--- config.mk ---
export PLATFORM = sky130hd
export DESIGN_NAME = input_event_ctrl
export DESIGN_NICKNAME = d
export VERILOG_FILES = /design/src/rtl/input_event_ctrl.sv
export SDC_FILE = /design/constraint.sdc
export NUM_CORES = 1
export LEC_CHECK = 0
export ABC_AREA = 1
export BUFFER_PORTS_ARGS = -buffer_cell sky130_fd_sc_hd__buf_2
export CAP_MARGIN = 30
export CORE_ASPECT_RATIO = 0.5
export CORE_MARGIN = 4
export CORE_UTILIZATION = 39
export DETAILED_ROUTE_END_ITERATION = 6
export GPL_TIMING_DRIVEN = 0
export PLACE_DENSITY = 0.58
export SETUP_SLACK_MARGIN = 0.02
export SLEW_MARGIN = 0
export SYNTH_ARGS = -nofsm -noshare
export SYNTH_HDL_FRONTEND = slang
export SYNTH_SLANG_ARGS = --single-unit
export TNS_END_PERCENT = 100
--- constraint.sdc ---
create_clock -name i_clk -period 3.2 [get_ports i_clk]
set_input_delay 0.32 -clock i_clk [delete_from_list [all_inputs] [get_ports i_clk]]
set_output_delay 0.32 -clock i_clk [all_outputs]
set_load 0.1 [all_outputs]
--- src/rtl/input_event_ctrl.sv ---
// Input peripheral for the 0x7800-0x781F I/O window: synchronized switches,
// per-button debounce FSMs, sticky W1C press events and a maskable interrupt.
module input_event_ctrl #(
   parameter int unsigned     NUM_BTN    = 4,
   parameter int unsigned     DB_W       = 16,
   parameter logic [DB_W-1:0] DEFAULT_DB = 16'd1000
) (
   input  logic               i_clk,
   input  logic               i_rst_n,
   input  logic [15:0]        i_addr,
   input  logic               i_st_en,
   input  logic [31:0]        i_st_data,
   input  logic [31:0]        io_sw_i,
   input  logic [NUM_BTN-1:0] io_btn_i,
   output logic [31:0]        o_ld_data,
   output logic               o_irq
);

   localparam logic [10:0] WIN_BASE   = 11'h3C0;
   localparam logic [2:0]  OFF_SW     = 3'd0;
   localparam logic [2:0]  OFF_LEVEL  = 3'd4;
   localparam logic [2:0]  OFF_EVENT  = 3'd5;
   localparam logic [2:0]  OFF_IRQ_EN = 3'd6;
   localparam logic [2:0]  OFF_DB     = 3'd7;

   typedef enum logic [1:0] {
      S_IDLE      = 2'd0,
      S_PRESS_CHK = 2'd1,
      S_HELD      = 2'd2,
      S_REL_CHK   = 2'd3
   } state_t;

   logic [31:0]        sw_meta_q, sw_sync_q;
   logic [NUM_BTN-1:0] btn_meta_q, btn_sync_q;
   logic [NUM_BTN-1:0] level_s, ev_set_s;
   logic [NUM_BTN-1:0] event_q, event_d;
   logic [NUM_BTN-1:0] irq_en_q, irq_en_d;
   logic [NUM_BTN-1:0] w1c_mask_s;
   logic [DB_W-1:0]    db_q, db_d, lim_s;
   logic [31:0]        ld_data_q, ld_data_d;
   logic               irq_q, irq_d;
   logic               in_win_s, wr_event_s, wr_irq_en_s, wr_db_s;
   logic               unused_s;

   // Byte-lane bits and upper store bits carry no meaning for this block.
   assign unused_s = ^{i_addr[1:0], i_st_data};

   // Two-flop synchronizers for the asynchronous switch and button inputs.
   always_ff @(posedge i_clk or negedge i_rst_n) begin
      if (!i_rst_n) begin
         sw_meta_q  <= 32'd0;
         sw_sync_q  <= 32'd0;
         btn_meta_q <= {NUM_BTN{1'b0}};
         btn_sync_q <= {NUM_BTN{1'b0}};
      end else begin
         sw_meta_q  <= io_sw_i;
         sw_sync_q  <= sw_meta_q;
         btn_meta_q <= io_btn_i;
         btn_sync_q <= btn_meta_q;
      end
   end

   // Store decode for the writable registers.
   always_comb begin
      in_win_s    = (i_addr[15:5] == WIN_BASE);
      wr_event_s  = 1'b0;
      wr_irq_en_s = 1'b0;
      wr_db_s     = 1'b0;
      if (i_st_en && in_win_s) begin
         case (i_addr[4:2])
            OFF_EVENT:  wr_event_s  = 1'b1;
            OFF_IRQ_EN: wr_irq_en_s = 1'b1;
            OFF_DB:     wr_db_s     = 1'b1;
            default: begin
               wr_event_s  = 1'b0;
               wr_irq_en_s = 1'b0;
               wr_db_s     = 1'b0;
            end
         endcase
      end else begin
         wr_event_s = 1'b0;
      end
   end

   // A debounce value of zero behaves as one, so the limit floors at zero.
   always_comb begin
      if (db_q == {DB_W{1'b0}}) begin
         lim_s = {DB_W{1'b0}};
      end else begin
         lim_s = db_q - {{(DB_W-1){1'b0}}, 1'b1};
      end
   end

   for (genvar g = 0; g < NUM_BTN; g++) begin : g_btn
      state_t          state_q, state_d;
      logic [DB_W-1:0] cnt_q, cnt_d, cnt_inc_s;
      logic            btn_s, done_s, level_b, ev_b;

      assign btn_s     = btn_sync_q[g];
      assign done_s    = (cnt_q >= lim_s);
      assign cnt_inc_s = (&cnt_q) ? cnt_q : cnt_q + {{(DB_W-1){1'b0}}, 1'b1};

      // Debounce state and counter registers.
      always_ff @(posedge i_clk or negedge i_rst_n) begin
         if (!i_rst_n) begin
            state_q <= S_IDLE;
            cnt_q   <= {DB_W{1'b0}};
         end else begin
            state_q <= state_d;
            cnt_q   <= cnt_d;
         end
      end

      // Debounce next-state: a level must hold for the full limit to be accepted.
      always_comb begin
         state_d = state_q;
         cnt_d   = cnt_q;
         case (state_q)
            S_IDLE: begin
               if (btn_s) begin
                  state_d = S_PRESS_CHK;
                  cnt_d   = {DB_W{1'b0}};
               end else begin
                  state_d = S_IDLE;
               end
            end
            S_PRESS_CHK: begin
               if (!btn_s) begin
                  state_d = S_IDLE;
               end else if (done_s) begin
                  state_d = S_HELD;
               end else begin
                  cnt_d = cnt_inc_s;
               end
            end
            S_HELD: begin
               if (!btn_s) begin
                  state_d = S_REL_CHK;
                  cnt_d   = {DB_W{1'b0}};
               end else begin
                  state_d = S_HELD;
               end
            end
            S_REL_CHK: begin
               if (btn_s) begin
                  state_d = S_HELD;
               end else if (done_s) begin
                  state_d = S_IDLE;
               end else begin
                  cnt_d = cnt_inc_s;
               end
            end
            default: begin
               state_d = S_IDLE;
               cnt_d   = {DB_W{1'b0}};
            end
         endcase
      end

      // Debounce outputs: level follows the state, the event pulses on press acceptance.
      always_comb begin
         level_b = 1'b0;
         ev_b    = 1'b0;
         case (state_q)
            S_PRESS_CHK:       ev_b    = btn_s && done_s;
            S_HELD, S_REL_CHK: level_b = 1'b1;
            default: begin
               level_b = 1'b0;
               ev_b    = 1'b0;
            end
         endcase
      end

      assign level_s[g]  = level_b;
      assign ev_set_s[g] = ev_b;
   end

   assign w1c_mask_s = wr_event_s ? i_st_data[NUM_BTN-1:0] : {NUM_BTN{1'b0}};

   // Register next-state; a new event outranks a same-cycle clear.
   always_comb begin
      event_d  = (event_q & ~w1c_mask_s) | ev_set_s;
      irq_en_d = wr_irq_en_s ? i_st_data[NUM_BTN-1:0] : irq_en_q;
      db_d     = wr_db_s ? i_st_data[DB_W-1:0] : db_q;
      irq_d    = |(event_q & irq_en_q);
   end

   // Read mux sees pre-store register contents.
   always_comb begin
      ld_data_d = 32'd0;
      if (in_win_s) begin
         case (i_addr[4:2])
            OFF_SW:     ld_data_d                = sw_sync_q;
            OFF_LEVEL:  ld_data_d[NUM_BTN-1:0]   = level_s;
            OFF_EVENT:  ld_data_d[NUM_BTN-1:0]   = event_q;
            OFF_IRQ_EN: ld_data_d[NUM_BTN-1:0]   = irq_en_q;
            OFF_DB:     ld_data_d[DB_W-1:0]      = db_q;
            default:    ld_data_d                = 32'd0;
         endcase
      end else begin
         ld_data_d = 32'd0;
      end
   end

   // Control/status registers and registered outputs.
   always_ff @(posedge i_clk or negedge i_rst_n) begin
      if (!i_rst_n) begin
         event_q   <= {NUM_BTN{1'b0}};
         irq_en_q  <= {NUM_BTN{1'b0}};
         db_q      <= DEFAULT_DB;
         ld_data_q <= 32'd0;
         irq_q     <= 1'b0;
      end else begin
         event_q   <= event_d;
         irq_en_q  <= irq_en_d;
         db_q      <= db_d;
         ld_data_q <= ld_data_d;
         irq_q     <= irq_d;
      end
   end

   assign o_ld_data = ld_data_q;
   assign o_irq     = irq_q;

endmodule

==> metrics.yaml <==
cts_tree: "done"
r2r_slack_ns: 0.05
clock_latency_ns: 0.51
final_common_cell: "nand2_1"
p_seq_frac: 0.501
crit_chain: "inv_2 > ha_4 > nand2_2 > nor2_4 > inv_2 > nor3_4 > nand2_2 > o21ai_2 > nand3_4 > ha_4 > nand2_4 > o21ai_1 > a21oi_2 > buf_4 > nand4_4 > buf_6 > nand3_1 > nand2_1"
p_per_area_mw_per_mm2: 386
dp_cells: 1786
htree_levels: 1
cts-root-buf: "clkbuf_16"
synthesis.nets: 1466
seq_area_mm2: 0.00504
antenna_found_initial: 2
rows: 42
switchingPower_mw: 1.28
port_buffers: 101
p_int_mw: 4.01
place.gp.congestion: 0.904
cap_violations: 0
crit_path_end_kind: "flop"
clk_path_buf_depth: 3
synth_edf_count: 0
finalPower_mw: 5.29
drcViolationCount: 0
swShare: 0.241
fin_area_mm2: 0.0137
wl_per_cell_um: 15.9
tns_ns: 0
layout.cells.non_filler: 1899
worst_hold_path.endpoint: "db_q[8]"
start_kind: "flop"
async_flop_share: 1.00
die-area_mm2: 0.0306
drv_slew: 0
ir_drop_uv: 364
synthCells: 1309
outcome: "finished, final reports clean"
track_usage: 0.192
n_fill_cell: 2481
wirelength_um: 30200
min-delay-start: "i_st_data[8]"
rr_worst_depth: 18
required_ns: 3.60
min_path_type: "input pin to flop"
grt_pass1_vias: 9421
r2r-start: "db_q[1]"
hold_violations: 0
gr-total-overflow: 0
p_leak_nw: 6.73
max_freq_mhz: 318
avgViaCountPerCell: 5.07
multiInputGateArea_mm2: 0.00560
rsz0062_at_grt: "true"
syn_area_mm2: 0.0108
cts.sinks: 201
dieHeight_um: 126
period_needed_ns: 3.15
die_w_um: 243
vias: 9623
finalClockSkew_ns: 0.0112
synth_warnings: 0
cp_top_family: "simple AND/OR/NAND/NOR gates"
min_path_cells: 3
clk_pin_slew_worst_paths_ns: 0.07
pin_count: 120
final_nets: 1670
syn_area_per_cell_um2: 8.24
yosysUniqueCellTypes: 42
first_pass_iters: 6
yosys_most_used_dff: "dfrtp_1"
mostFrequentLayoutCells: "338 x nand2_1, 194 x dfrtp_1, 118 x nor2_1"
insertedDiodeCount: 0
power_frac_comb: 0.062
hpwl_um: 20800
slowest_delay_ns: 0.38
worstPathArrival_ns: 3.55
drtIter0Drc: 663
initial_utilization: 0.402
synth_seq_area_share: 0.467
placeableCoreArea_mm2: 0.0269
grt_start_max_net_pins: 108
timing.final.crit_share: 0.984
numCtsBuffers: 20
critPathBufInv: 4
grt_pass1_wl_um: 48200
slowest_stage: "dfrtp_1"
slew_headroom: 0.413
setup_viol: 0
place_area_mm2: 0.0118
syn2layout_area_growth_pct: 26.9
worst_pin_slew_ns: 0.877
r2r_end: "g_btn[0].cnt_q[12]"
hold_slack_ns: 0.0245
p_clk_frac: 0.437
crit_type: "flop to flop"
ys_seq_elements: 201
cp_max_fo: 6
drive_above_1_share: 0.201
drt.antenna.violating_nets: 0
==> kinds of logic (layout without fill, tap and decap cells) <==
kind of cell             after synthesis  after routing  synth area share
XOR/XNOR                              18             18            0.0146
adder cells (fa/ha/maj)               70             70            0.0812
AO/OA/AOI/OAI                        141            141            0.0701
AND/OR/NAND/NOR                      723            723             0.309
flip-flops                           201            201             0.467
buffers and inverters                156            372            0.0588
==> final cells by class <==
cell class                      instances  area share
Buffer                                 30      0.0149
Tap cell                              374      0.0342
Timing Repair Buffer                  182      0.0936
Clock buffer                           24      0.0384
Clock inverter                         10     0.00758
Sequential cell                       201       0.368
Multi-Input combinational cell        952       0.409
Inverter                              126      0.0345
==> per-stage QoR <==
step           utilization  worst slack (ns)
6_report             0.510            0.0510
5_1_grt              0.510           -0.0843
4_1_cts              0.487            0.0304
3_5_place_dp         0.440            -0.579
3_3_place_gp         0.438             -1.56
2_1_floorplan            -             0.355
==> worst reg2reg max path, delay by kind of cell (launching register included) <==
kind / cells / cell delay (ns)
buffers and inverters: 4 / 0.54
AND/OR/NAND/NOR: 9 / 1.13
AO/OA/AOI/OAI: 3 / 0.51
flip-flops: 1 / 0.38
adder cells (fa/ha/maj): 2 / 0.48
==> power groups by stage <==
stage	Sequential (mW)	Clock [mW]	Combinational, mW
3_3_place_gp	2.69	0	0.259
6_report	2.65	2.31	0.327
2_1_floorplan	2.68	0	0.127
4_1_cts	2.65	2.38	0.316
3_5_place_dp	2.69	0	0.272
5_1_grt	2.65	2.49	0.369
==> layer usage <==
metal | track usage | wire (um) | vias to the layer above
met5 | 0 | 21 | -
met4 | 0.0542 | 806 | 4
met3 | 0.0423 | 1880 | 60
met2 | 0.312 | 13700 | 275
met1 | 0.263 | 13800 | 4533
li1 | - | - | 4751
==> Yosys cell counts (15+ instances only) <==
cell	count	share of area
a21oi_1	68	0.032
clkbuf_1	15	0.0052
dfrtp_1	195	0.45
ha_1	70	0.081
inv_1	119	0.041
nand2_1	357	0.12
nand3_1	100	0.046
nand4_1	58	0.034
nor2_1	125	0.043
nor3_1	17	0.0079
nor3b_1	18	0.013
o21ai_0	45	0.021
==> repair_timing <==
item | CTS | global route
setup buffers | 6 | 27
cloned | 1 | 4
hold endpoints to repair | 140 | 0
hold buffers | 41 | 0
pin swaps | 8 | 38
gates resized for setup | 44 | 86
setup endpoints to repair | 74 | 74
==> registers in the layout (all words and copies together) (netlist names), named ones only <==
signal / flops
g_btn.state_q: 4
o_irq: 1
btn_meta_q: 4
o_ld_data: 32
irq_en_q: 4
db_q: 16
event_q: 4
btn_sync_q: 4
sw_meta_q: 32
sw_sync_q: 32
g_btn.cnt_q: 64
==> worst max path at each step <==
stage,start,to,slack (ns),depth (start not counted)
2_1_floorplan,db_q[1],g_btn[1].cnt_q[10],0.35,17
3_3_place_gp,i_rst_n,g_btn[1].cnt_q[13],-1.56,1
3_5_place_dp,db_q[1],g_btn[0].cnt_q[12],-0.58,18
4_1_cts,db_q[4],g_btn[3].cnt_q[14],0.03,18
5_1_grt,db_q[1],g_btn[0].cnt_q[12],-0.08,18
6_report,db_q[1],g_btn[0].cnt_q[12],0.05,18
Power figures use the tool's default switching activity.
